`config.mk`:
```
export PLATFORM = sky130hd
export DESIGN_NAME = fetch_unit
export DESIGN_NICKNAME = d
export VERILOG_FILES = /design/src/rtl/cpu_pkg.sv /design/src/rtl/fetch_fifo.sv /design/src/rtl/fetch_unit.sv
export SDC_FILE = /design/constraint.sdc
export NUM_CORES = 1
export LEC_CHECK = 0
export CAP_MARGIN = 5
export CELL_PAD_IN_SITES_DETAIL_PLACEMENT = 2
export CELL_PAD_IN_SITES_GLOBAL_PLACEMENT = 2
export CORE_MARGIN = 1.5
export CORE_UTILIZATION = 38
export CTS_CLUSTER_DIAMETER = 120
export DETAILED_ROUTE_END_ITERATION = 12
export PLACE_DENSITY_LB_ADDON = 0.12
export SYNTH_ARGS = -nofsm -noshare
export SYNTH_HDL_FRONTEND = slang
export SYNTH_SLANG_ARGS = --single-unit
```
`constraint.sdc`:
```
create_clock -name clk -period 4.3 [get_ports clk]
set_input_delay 1.075 -clock clk [delete_from_list [all_inputs] [get_ports clk]]
set_output_delay 1.075 -clock clk [all_outputs]
set_load 0.03 [all_outputs]
```
`src/rtl/cpu_pkg.sv`:
```
// +--------------------------------------------------------------------------+
// | Module      : cpu_pkg                                                    |
// | Description : Shared CPU types and helpers for the fetch front end.      |
// | Revision    : 1.0                                                        |
// +--------------------------------------------------------------------------+
`default_nettype none

package cpu_pkg;

    localparam int XLEN_DEFAULT    = 32;
    localparam int PC_BITS_DEFAULT = 5;

    typedef struct packed {
        logic [XLEN_DEFAULT-1:0]    inst;
        logic [PC_BITS_DEFAULT-1:0] pc;
    } fetch_entry_t;

    // Pointer width for a DEPTH-entry ring; never narrower than one bit.
    function automatic int ptr_width(input int depth);
        return (depth > 1) ? $clog2(depth) : 1;
    endfunction

endpackage

`default_nettype wire

```
`src/rtl/fetch_fifo.sv`:
```
// +--------------------------------------------------------------------------+
// | Module      : fetch_fifo                                                 |
// | Description : DEPTH-entry ring buffer of fetch entries with flush.       |
// | Revision    : 1.0                                                        |
// +--------------------------------------------------------------------------+
`default_nettype none

module fetch_fifo
    import cpu_pkg::*;
#(
    parameter type ENTRY_T = fetch_entry_t,
    parameter int  DEPTH   = 4
) (
    input  logic                       clk,
    input  logic                       rst,
    input  logic                       flush_i,
    input  logic                       push_i,
    input  ENTRY_T                     push_data_i,
    input  logic                       pop_i,
    output ENTRY_T                     head_o,
    output logic [$clog2(DEPTH+1)-1:0] count_o
);

    localparam int PW = ptr_width(DEPTH);
    localparam int CW = $clog2(DEPTH+1);

    ENTRY_T        mem_q [DEPTH];
    logic [PW-1:0] rd_ptr_q, rd_ptr_d;
    logic [PW-1:0] wr_ptr_q, wr_ptr_d;
    logic [CW-1:0] count_q, count_d;

    // Flush wins over push/pop; pointers wrap naturally for power-of-two DEPTH.
    always_comb begin
        rd_ptr_d = rd_ptr_q;
        wr_ptr_d = wr_ptr_q;
        count_d  = count_q;
        if (flush_i) begin
            rd_ptr_d = '0;
            wr_ptr_d = '0;
            count_d  = '0;
        end else begin
            if (push_i) begin
                wr_ptr_d = wr_ptr_q + PW'(1);
            end
            if (pop_i) begin
                rd_ptr_d = rd_ptr_q + PW'(1);
            end
            case ({push_i, pop_i})
                2'b10:   count_d = count_q + CW'(1);
                2'b01:   count_d = count_q - CW'(1);
                default: count_d = count_q;
            endcase
        end
    end

    always_ff @(posedge clk or negedge rst) begin
        if (!rst) begin
            rd_ptr_q <= '0;
            wr_ptr_q <= '0;
            count_q  <= '0;
        end else begin
            rd_ptr_q <= rd_ptr_d;
            wr_ptr_q <= wr_ptr_d;
            count_q  <= count_d;
        end
    end

    always_ff @(posedge clk) begin
        if (push_i && !flush_i) begin
            mem_q[wr_ptr_q] <= push_data_i;
        end
    end

    assign head_o  = mem_q[rd_ptr_q];
    assign count_o = count_q;

endmodule

`default_nettype wire

```
`src/rtl/fetch_unit.sv`:
```
// +--------------------------------------------------------------------------+
// | Module      : fetch_unit                                                 |
// | Description : PC generator, synchronous imem request port and prefetch   |
// |               queue with redirect flush. FETCH_STATS_EN adds counters.   |
// | Revision    : 1.0                                                        |
// +--------------------------------------------------------------------------+
`default_nettype none

module fetch_unit
    import cpu_pkg::*;
#(
    parameter int                 XLEN     = XLEN_DEFAULT,
    parameter int                 PC_BITS  = PC_BITS_DEFAULT,
    parameter logic [PC_BITS-1:0] RESET_PC = '0,
    parameter int                 DEPTH    = 4
) (
    input  logic                       clk,
    input  logic                       rst,
    output logic                       imem_req,
    output logic [PC_BITS-1:0]         imem_addr,
    input  logic [XLEN-1:0]            imem_rdata,
    input  logic                       redirect,
    input  logic [PC_BITS-1:0]         redirect_pc,
    input  logic                       D_ready,
    output logic                       D_valid,
    output logic [XLEN-1:0]            D_inst,
    output logic [PC_BITS-1:0]         D_pc,
    output logic [$clog2(DEPTH+1)-1:0] fq_count
`ifdef FETCH_STATS_EN
    ,
    output logic [15:0]                stat_fetched,
    output logic [15:0]                stat_flushed
`endif
);

    localparam int CW = $clog2(DEPTH+1);

    typedef struct packed {
        logic [XLEN-1:0]    inst;
        logic [PC_BITS-1:0] pc;
    } entry_t;

    logic [PC_BITS-1:0] pc_q;
    logic [PC_BITS-1:0] inflight_pc_q;
    logic               inflight_q;

    logic               w_pop;
    logic               w_push;
    logic               w_issue;
    logic [CW:0]        w_credit;
    logic [CW-1:0]      w_count;
    entry_t             w_push_data;
    entry_t             w_head;

    assign w_pop  = D_valid && D_ready && !redirect;
    assign w_push = inflight_q && !redirect;

    // Slots committed after this cycle: queued entries minus the pop plus the
    // outstanding response. Including the pop lets issue resume as D_ready rises.
    assign w_credit = {1'b0, w_count} - (CW+1)'(w_pop) + (CW+1)'(inflight_q);
    assign w_issue  = rst && !redirect && (w_credit < (CW+1)'(DEPTH));

    assign w_push_data.inst = imem_rdata;
    assign w_push_data.pc   = inflight_pc_q;

    always_ff @(posedge clk or negedge rst) begin
        if (!rst) begin
            pc_q          <= RESET_PC;
            inflight_q    <= 1'b0;
            inflight_pc_q <= RESET_PC;
        end else if (redirect) begin
            pc_q       <= redirect_pc;
            inflight_q <= 1'b0;
        end else if (w_issue) begin
            pc_q          <= pc_q + PC_BITS'(1);
            inflight_q    <= 1'b1;
            inflight_pc_q <= pc_q;
        end else begin
            inflight_q <= 1'b0;
        end
    end

    fetch_fifo #(
        .ENTRY_T (entry_t),
        .DEPTH   (DEPTH)
    ) u_fifo (
        .clk         (clk),
        .rst         (rst),
        .flush_i     (redirect),
        .push_i      (w_push),
        .push_data_i (w_push_data),
        .pop_i       (w_pop),
        .head_o      (w_head),
        .count_o     (w_count)
    );

    assign imem_req  = w_issue;
    assign imem_addr = pc_q;
    assign D_valid   = (w_count != '0);
    assign D_inst    = w_head.inst;
    assign D_pc      = w_head.pc;
    assign fq_count  = w_count;

`ifdef FETCH_STATS_EN
    logic [15:0] fetched_q;
    logic [15:0] flushed_q;
    logic [16:0] w_flush_sum;

    // A redirect discards every queued entry plus any outstanding response.
    assign w_flush_sum = 17'(flushed_q) + 17'(w_count) + 17'(inflight_q);

    always_ff @(posedge clk or negedge rst) begin
        if (!rst) begin
            fetched_q <= '0;
            flushed_q <= '0;
        end else begin
            if (w_pop && (fetched_q != 16'hFFFF)) begin
                fetched_q <= fetched_q + 16'd1;
            end
            if (redirect) begin
                flushed_q <= w_flush_sum[16] ? 16'hFFFF : w_flush_sum[15:0];
            end
        end
    end

    assign stat_fetched = fetched_q;
    assign stat_flushed = flushed_q;
`endif

endmodule

`default_nettype wire

```
# Word level (Yosys, flattened, before mapping)
# Memory sizes are Yosys's and may differ from the RTL's.
# Cells that the tools add are included.
[classes]
add_sub_neg = 7
n_lt_le_gt_ge = 1
eq_ne = 2
n_mux = 12
n_bitwise = 1
n_reduce_logical = 13
[op_table]
columns = ["cell", "n"]
rows = [
  ["$mux 5", 2],
  ["$mux 2", 4],
  ["$logic_and 1x1->1", 6],
  ["$pmux 3 s2", 1],
  ["$reduce_bool 2->1", 3],
  ["$reduce_bool 3->1", 2],
  ["$add 5x1->5 const B", 1],
  ["$add 2x1->2 const B", 2],
  ["$add 4x1->4", 1],
  ["$lt 4x3->1 const B", 1],
  ["$mux 1", 4],
  ["$sub 3x1->4", 1],
  ["$add 3x1->3 const B", 1],
  ["$mux 3", 1],
  ["$sub 3x1->3 const B", 1],
  ["$eq 2x1->1 const B", 1],
  ["$eq 2x2->1 const B", 1],
  ["$reduce_and 2->1", 1],
  ["$logic_not 1->1", 1],
  ["$not 1->1", 1],
]
[totals]
regBits = 18
ram_bits = 148
in_bits = 41
output_inout_bits = 47
wordCells = 43
memories = 1
[mem_list]
columns = ["name", "words", "width", "read_ports", "rd_clocked_by_memory_dff", "wr", "line_no", "rtl"]
rows = [
  ["u_fifo.mem_q", 4, 37, 1, 0, 1, "fetch_fifo.sv:27", "ENTRY_T mem_q [DEPTH];"],
]

# Logic depth before layout (Yosys ltp)
# Gate-level depths: netlist of the first run.
[depth]
depth_word = 9
depth_mapped = 12
depth_no_buf = 10

# Hierarchy
# From an unflattened synthesis of the first run, not the netlist that was laid out.
[hier_totals]
hier_cells = 299
hier_area_um2 = 6459.9
[by_module_without_submodules]
columns = ["mod", "instances", "cells_per_inst", "area_each_um2", "seq_area_each_um2"]
rows = [
  ["fetch_fifo", 1, 234, 5756.8, 4619.4],
  ["fetch_unit", 1, 65, 703.2, 275.3],
]

# Worst setup path before layout of the first run
# Ideal clock, no wire load.
[synth_path]
path_kind = "input port to output port"
from = "input redirect"
to = "output imem_req"
arrival_time_ps = 3552
required_time_ps = 3225
setup_slack_ps = -327
path_stages = 10
cell_sequence = "clkbuf_1 -> buf_1 -> nor2_1 -> ha_1 -> inv_1 -> ha_1 -> and3b_4 -> or4_1 -> buf_2 -> a311oi_4"
[synth_via]
elab_chain_cells = 6
elab_cells_between_ends = 7
cone_classes = "add/sub: 2; order compare: 1; reduce/logical: 4"
[synth_rtl]
columns = ["item", "line_no", "rtl"]
rows = [
  ["start: declaration", "fetch_unit.sv:22", "input logic redirect,"],
  ["$logic_not 1->1 *", "fetch_unit.sv:55, fetch_unit.sv:61", ""],
  ["$logic_and 1x1->1", "fetch_unit.sv:55", "assign w_pop = D_valid && D_ready && !redirect;"],
  ["$sub 3x1->4", "fetch_unit.sv:60", "assign w_credit = {1'b0, w_count} - (CW+1)'(w_pop) + (CW+1)'(inflight_q);"],
  ["$add 4x1->4", "fetch_unit.sv:60", ""],
  ["$lt 4x3->1", "fetch_unit.sv:61", "assign w_issue = rst && !redirect && (w_credit < (CW+1)'(DEPTH));"],
  ["$logic_and 1x1->1 *", "fetch_unit.sv:61", ""],
  ["end: declaration", "fetch_unit.sv:19", "output logic imem_req,"],
]
# Every way passes the cells marked *; elsewhere a longest branch is shown, timed or not.

# Final worst setup path of the first run
[layout_path]
from = "input D_ready"
to = "output imem_req"
[layout_via]
elab_chain_cells = 6
[layout_rtl]
columns = ["item", "line_no", "rtl"]
rows = [
  ["start: declaration", "fetch_unit.sv:24", "input logic D_ready,"],
  ["$logic_and 1x1->1 (2 in series)", "fetch_unit.sv:55", ""],
  ["$sub 3x1->4", "fetch_unit.sv:60", ""],
  ["$add 4x1->4", "fetch_unit.sv:60", ""],
  ["$lt 4x3->1", "fetch_unit.sv:61", ""],
  ["$logic_and 1x1->1", "fetch_unit.sv:61", ""],
]
# No other way between the ends.

==> impl_results.md, run 1 <==
* Outcome: finished clean
* Fill cells at 1,480
* Most frequent cells in the layout: 148 x edfxtp_1, 84 x clkdlybuf4s50_1, 37 x mux4_2
* Antenna cells at 0
* Initial DRC count at 136
* Core area at 0.0165 sq mm
* Largest cells by area after synthesis: edfxtp_1 70%, mux4_2 13%, dfrtp_1 7.1%
* Largest net degree at the start of global routing at 35
* Clock latency on the worst-skew pair at 430 ps
* TritonCTS Sinks at 166
* Register area share after synthesis at 76.6%
* Worst path cell trace: clkbuf_2 -> o31ai_4 -> nor2_4 -> ha_2 -> inv_1 -> ha_1 -> and3b_4 -> or4b_4 -> a311oi_4 -> buf_6
* CTS H-tree depth at 4
* PwrDens at 635 mW/mm^2
* Arr. time, crit path at 3120 ps
* Ratio of cells with drive above 1 in the final layout at 25.1%
* CP required at 3220 ps
* Dpl ws at -466 ps
* First-pass GRT wire length at 23.0 mm
* Mean Syn Cell Area at 21.6 sq um
* Syn Inst Count at 295
* Critical Path Source: D_ready
* Aggregate global-route resource usage at 18.2%
* Inserted Clock Buffers at 17
* Die W at 133 um
* Synthesized Nets at 345
* DRT Wirelength at 14.7 mm
* Final worst path period share at 97.5%
* Area added between synthesis and finish at 28.7%
* Synth top area share at 69.6%
* Die footprint at 0.0176 sq mm
* Port bufs at 87
* #FFs+latches synth at 166
* R2r startpoint: u_fifo.count_o[1]
* Final ANT Viol Nets at 0
* Initial DRT Pass Iterations at 4
* Global placement routability congestion at 0.719
* Post-DP HPWL at 9.77 mm
* Hold Crit Class: reg -> reg
* Distinct cells, synth at 33
* Crit Path Max Fanout at 3
* Initial antenna violation count at 0
* Clk buf depth at 2
* Seq pwr share at 40.3%
* Per-cell routed wire length at 23.0 um
* Switching Fraction at 31.0%
* Ys Warns at 0
* Cell taking the most area after synthesis: edfxtp_1
* RSZ-0062 raised after global routing: false
* FP Rows at 47
* CTS Root Cell: clkbuf_16
* Layout Cells excl Fill at 639
* Commonest non-fill, non-tap cell in the layout: edfxtp_1
* Nets@finish at 456
* TritonCTS clock tree: done
* Startpoint Class: input pin
* Ports at 88
* Crit path kind: in -> out
* Netlist Area Pre-Place at 0.00639 sq mm
* Fin crit period at 4190 ps
* Setup crit end kind: primary output
* Die Span Y at 133 um
* Gate power share at 31.6%
* Slew @ Worst Pin at 619 ps
* Pint at 0.00360 W
* Max Fclk at 0.239 GHz
* Crit-path max cell delay at 550 ps
* Post-CTS Hold Fix Bufs at 0
* Clk network pwr share at 28.2%
* Vias at 3,204
* VDD IR-drop max at 0.000342 V
* Vias/cell at 5.01
* Vias in the first global route at 3,722
* Final setup fails at 0
* Net load switching power at 0.00162 W
* Grt ovf at 0
* Setup ws final at 108 ps
* Slew Limit Fails at 0
* DRC at 0
* Relative slew slack at 58.8%
* Clock-pin slew on the worst setup and hold paths at 60 ps
* Final setup skew at 5.46 ps
* Final Hold Violating Endpoints at 0
* Max_cap viols at 0
* Slowest CP cell: or4b_4
* Worst min-delay path startpoint: inflight_pc_q[2]
* Fin Setup TNS at 0 ps
* Initial core utilization at 38.6%
* LEAKAGE at 2.71 nW
* Dpl cells at 605
power groups by stage:
stage | clock [W] | sequential, W | combinational, W
floorplan | 0 | 0.00209 | 0.00104
global placement | 0 | 0.00212 | 0.00163
detailed placement | 0 | 0.00213 | 0.00167
CTS | 0.00150 | 0.00211 | 0.00169
global route | 0.00156 | 0.00213 | 0.00177
finish | 0.00147 | 0.00210 | 0.00165
cell type report:
| type | count | area, sq um | share of cell area [%] |
|---|---|---|---|
| Multi-Input combinational cell | 109 | 1440 | 17.6 |
| Clock inverter | 10 | 109 | 1.32 |
| Tap cell | 220 | 275 | 3.35 |
| Inverter | 7 | 26.3 | 0.320 |
| Clock buffer | 22 | 454 | 5.53 |
| Sequential cell | 166 | 4900 | 59.6 |
| Timing Repair Buffer | 105 | 1010 | 12.3 |
worst max-delay path, delay by kind of cell:
kind            cells  cell delay, ps
fa+ha+maj           2             430
compound gates      2             440
buf+inv             3             340
simple gates        3             850
path summary, 6_finish.rpt:
check	end	slack [ps]	cells after the start
hold reg to reg	u_fifo.mem_q[0][2]	540	0
max in group asynchronous	u_fifo.rd_ptr_q[0]	3040	2
hold / removal	u_fifo.mem_q[0][2]	540	0
min in group asynchronous	imem_addr[4]	1030	2
setup / recovery	imem_req	110	10
setup reg to reg	inflight_pc_q[1]	1250	10
layer usage:
| metal | vias to the layer above | GRT usage, % | share of wire, % |
|---|---|---|---|
| met5 | - | 0 | 0 |
| met4 | 0 | 7.33 | 1.8 |
| met3 | 17 | 4.52 | 3.7 |
| met2 | 85 | 32.1 | 54 |
| met1 | 1689 | 21.6 | 40 |
| li1 | 1413 | - | - |
through the flow:
step           cell area [sq um]  hold WS [ps]  util [%]  total power [W]
6_report                    8220           536      49.7          0.00522
4_1_cts                     8210           547      49.7          0.00530
3_5_place_dp                7620           532      46.1          0.00380
5_1_grt                     8220           566      49.7          0.00545
3_3_place_gp                7620           500      46.1          0.00375
2_1_floorplan               6440           472         -          0.00313
flip-flops by register name, indices dropped and copies added (netlist names):
register	flops
imem_addr	5
u_fifo.mem_q	148
u_fifo.wr_ptr_q	2
inflight_q	1
u_fifo.rd_ptr_q	2
u_fifo.count_o	3
inflight_pc_q	5
cells in the mapped netlist:
master    count
edfxtp_1    148
mux4_2       37
dfrtp_1      18
nor2_1       10
ha_1          8
inv_1         7
mux2_2        7
xnor2_1       7
nand2_1       6
buf_1         5
clkbuf_1      5
and2_1        4
mux2i_1       3
nor3_1        3
a311oi_1      2
a31oi_1       2
and3_1        2
buf_2         2
nand3_1       2
nor2b_1       2
o21ai_0       2
xor2_1        2
a22oi_1       1
a311oi_4      1
and3b_4       1
buf_6         1
fa_1          1
nand2b_1      1
o211ai_1      1
o21ai_1       1
o31ai_1       1
or4_1         1
or4b_1        1
what timing repair did:
item / CTS / global route
pin swaps: 3 / 2
setup endpoints to repair: 1 / 1
setup buffers: 1 / 1
resized for setup: 7 / 3
cell families after synthesis:
kind of cell             synth area share [%]
flip-flops                               76.6
AND/OR/NAND/NOR                          2.68
XOR/XNOR                                 1.23
AO/OA/AOI/OAI                            1.47
multiplexers                             14.8
buffers and inverters                    1.33
adder cells (fa/ha/maj)                  1.88
No activity file was read; power rests on OpenSTA's default activity.
==> inputs of run 2 (changes only) <==
--- a/config.mk
+++ b/config.mk
@@ -8,7 +8,7 @@
 export CAP_MARGIN = 5
 export CELL_PAD_IN_SITES_DETAIL_PLACEMENT = 2
 export CELL_PAD_IN_SITES_GLOBAL_PLACEMENT = 2
-export CORE_MARGIN = 1.5
+export CORE_MARGIN = 2
 export CORE_UTILIZATION = 38
 export CTS_CLUSTER_DIAMETER = 120
 export DETAILED_ROUTE_END_ITERATION = 12
==> run 2 against run 1 <==
  * Global-route usage decreased by 1.4 points
  * Core utilization increased by 0.25 points
  * Via count about the same
  * Largest cell class unchanged
==> impl_results.md, run 2 (same netlist as run 1, synthesis figures left out) <==
* Initial DRC count at 96
* Port bufs at 87
* CP required at 3220 ps
* Commonest non-fill, non-tap cell in the layout: edfxtp_1
* Final setup skew at 7.11 ps
* Smallest hold slack at 527 ps
* Max Fclk at 0.238 GHz
* Outcome: finished clean
* Final worst path period share at 97.6%
* Post-DP HPWL at 9.16 mm
* Fin crit period at 4200 ps
* Clock-pin slew on the worst setup and hold paths at 60 ps
* CTS Root Cell: clkbuf_16
* TritonCTS Sinks at 166
* Vias in the first global route at 3,658
* Startpoint Class: input pin
* Area added between synthesis and finish at 29.3%
* Final setup fails at 0
* Inserted Clock Buffers at 17
* Clock latency on the worst-skew pair at 420 ps
* First-pass GRT wire length at 21.9 mm
* Grt ovf at 0
* Core area at 0.0165 sq mm
* Final ANT Viol Nets at 0
* FP Rows at 47
* Die Span Y at 134 um
* Number of post-CTS setup repair buffers at 0
* Per-cell routed wire length at 21.8 um
* Vias at 3,205
* Die W at 134 um
* Ports at 88
* Max_cap viols at 0
* Largest reg by FF count: u_fifo.mem_q
* Crit Path Max Fanout at 3
* Slew @ Worst Pin at 688 ps
* Nets@finish at 454
* Slew Limit Fails at 0
* Setup ws final at 102 ps
* DRC at 0
* Final Hold Violating Endpoints at 0
* Die footprint at 0.0179 sq mm
* Largest net degree at the start of global routing at 25
* Hold Crit Class: reg -> reg
* Post-CTS Hold Fix Bufs at 0
* Vias/cell at 5.03
* Dpl ws at -424 ps
* PwrDens at 633 mW/mm^2
* Initial DRT Pass Iterations at 4
* Setup crit end kind: primary output
* Ratio of cells with drive above 1 in the final layout at 25.2%
* Largest register FFs at 148
* RSZ-0062 raised after global routing: false
* Fill cells at 1,454
* Initial core utilization at 38.6%
* Global placement routability congestion at 0.687
* Crit path kind: in -> out
* VDD IR-drop max at 0.000289 V
* Arr. time, crit path at 3120 ps
* Aggregate global-route resource usage at 16.9%
* Most frequent cells in the layout: 148 x edfxtp_1, 84 x clkdlybuf4s50_1, 37 x mux4_2
* Clk buf depth at 2
* LEAKAGE at 2.70 nW
* DRT Wirelength at 13.9 mm
* TritonCTS clock tree: done
* CTS H-tree depth at 4
* Relative slew slack at 54.1%
* Antenna cells at 0
* Initial antenna violation count at 0
==> run 2: cell types whose count changed in the layout (fill, tap and decap cells not counted), moves of 2 or more <==
cell / delta
buf_12: +3
inv_6: +2
clkinvlp_4: +2
clkinv_2: -5
clkbuf_8: +3
clkbuf_1: -2
buf_4: -5
==> run 2: where the power goes <==
part           switching [W]  internal (W)
combinational       0.000842      0.000802
clock               0.000612      0.000864
sequential          0.000169       0.00194
total                0.00162       0.00360
==> run 2: routing by layer <==
layer	GRT usage, %	vias to the layer above	share of wire (%)
li1	-	1414	-
met3	4.98	11	3.7
met1	20.8	1698	44
met4	4.96	0	1.1
met2	29.0	82	52
met5	0	-	0
==> run 2: final cells by class <==
class / instances / area, sq um / area share, %
Sequential cell: 166 / 4900 / 59.3
Tap cell: 220 / 275 / 3.33
Clock inverter: 9 / 95.1 / 1.15
Timing Repair Buffer: 103 / 1040 / 12.5
Multi-Input combinational cell: 109 / 1440 / 17.5
Inverter: 7 / 26.3 / 0.318
Clock buffer: 23 / 488 / 5.91
==> run 2: critical path, cell delays in order <==
cell	delay, ps
dlygate4sd2_1	270
nor2_4	80
ha_2	160
inv_1	40
ha_1	260
and3b_4	190
or4b_4	510
a311oi_4	360
buf_6	180
==> run 2: path summary, 6_finish.rpt <==
path | cells past startpoint | end | from | slack, ps
worst min register to register | 0 | u_fifo.mem_q[2][4] | inflight_pc_q[4] | 530
worst max register to register | 11 | imem_addr[1] | u_fifo.count_o[1] | 1200
max in group asynchronous | 2 | u_fifo.rd_ptr_q[1] | rst | 3040
worst min-delay path | 0 | u_fifo.mem_q[2][4] | inflight_pc_q[4] | 530
min in group asynchronous | 2 | imem_addr[1] | rst | 1030
worst max-delay path | 9 | imem_req | redirect | 100
==> run 2: what timing repair did <==
item / CTS / global route
pin swaps: 1 / 2
gates resized for setup: 8 / 2
gates cloned: 0 / 0
endpoints found under the setup margin: 1 / 1
hold endpoints to repair: 0 / 0
==> run 2: stage by stage <==
stage	utilization, %	TNS (ps)	total power, W	instances	instance area [sq um]
floorplan	-	-67.8	0.00313	295	6440
global placement	46.3	-369	0.00375	605	7660
detailed placement	46.3	-424	0.00381	605	7660
CTS	50.0	0	0.00531	637	8260
global route	50.0	0	0.00547	637	8260
finish	50.0	0	0.00523	637	8260
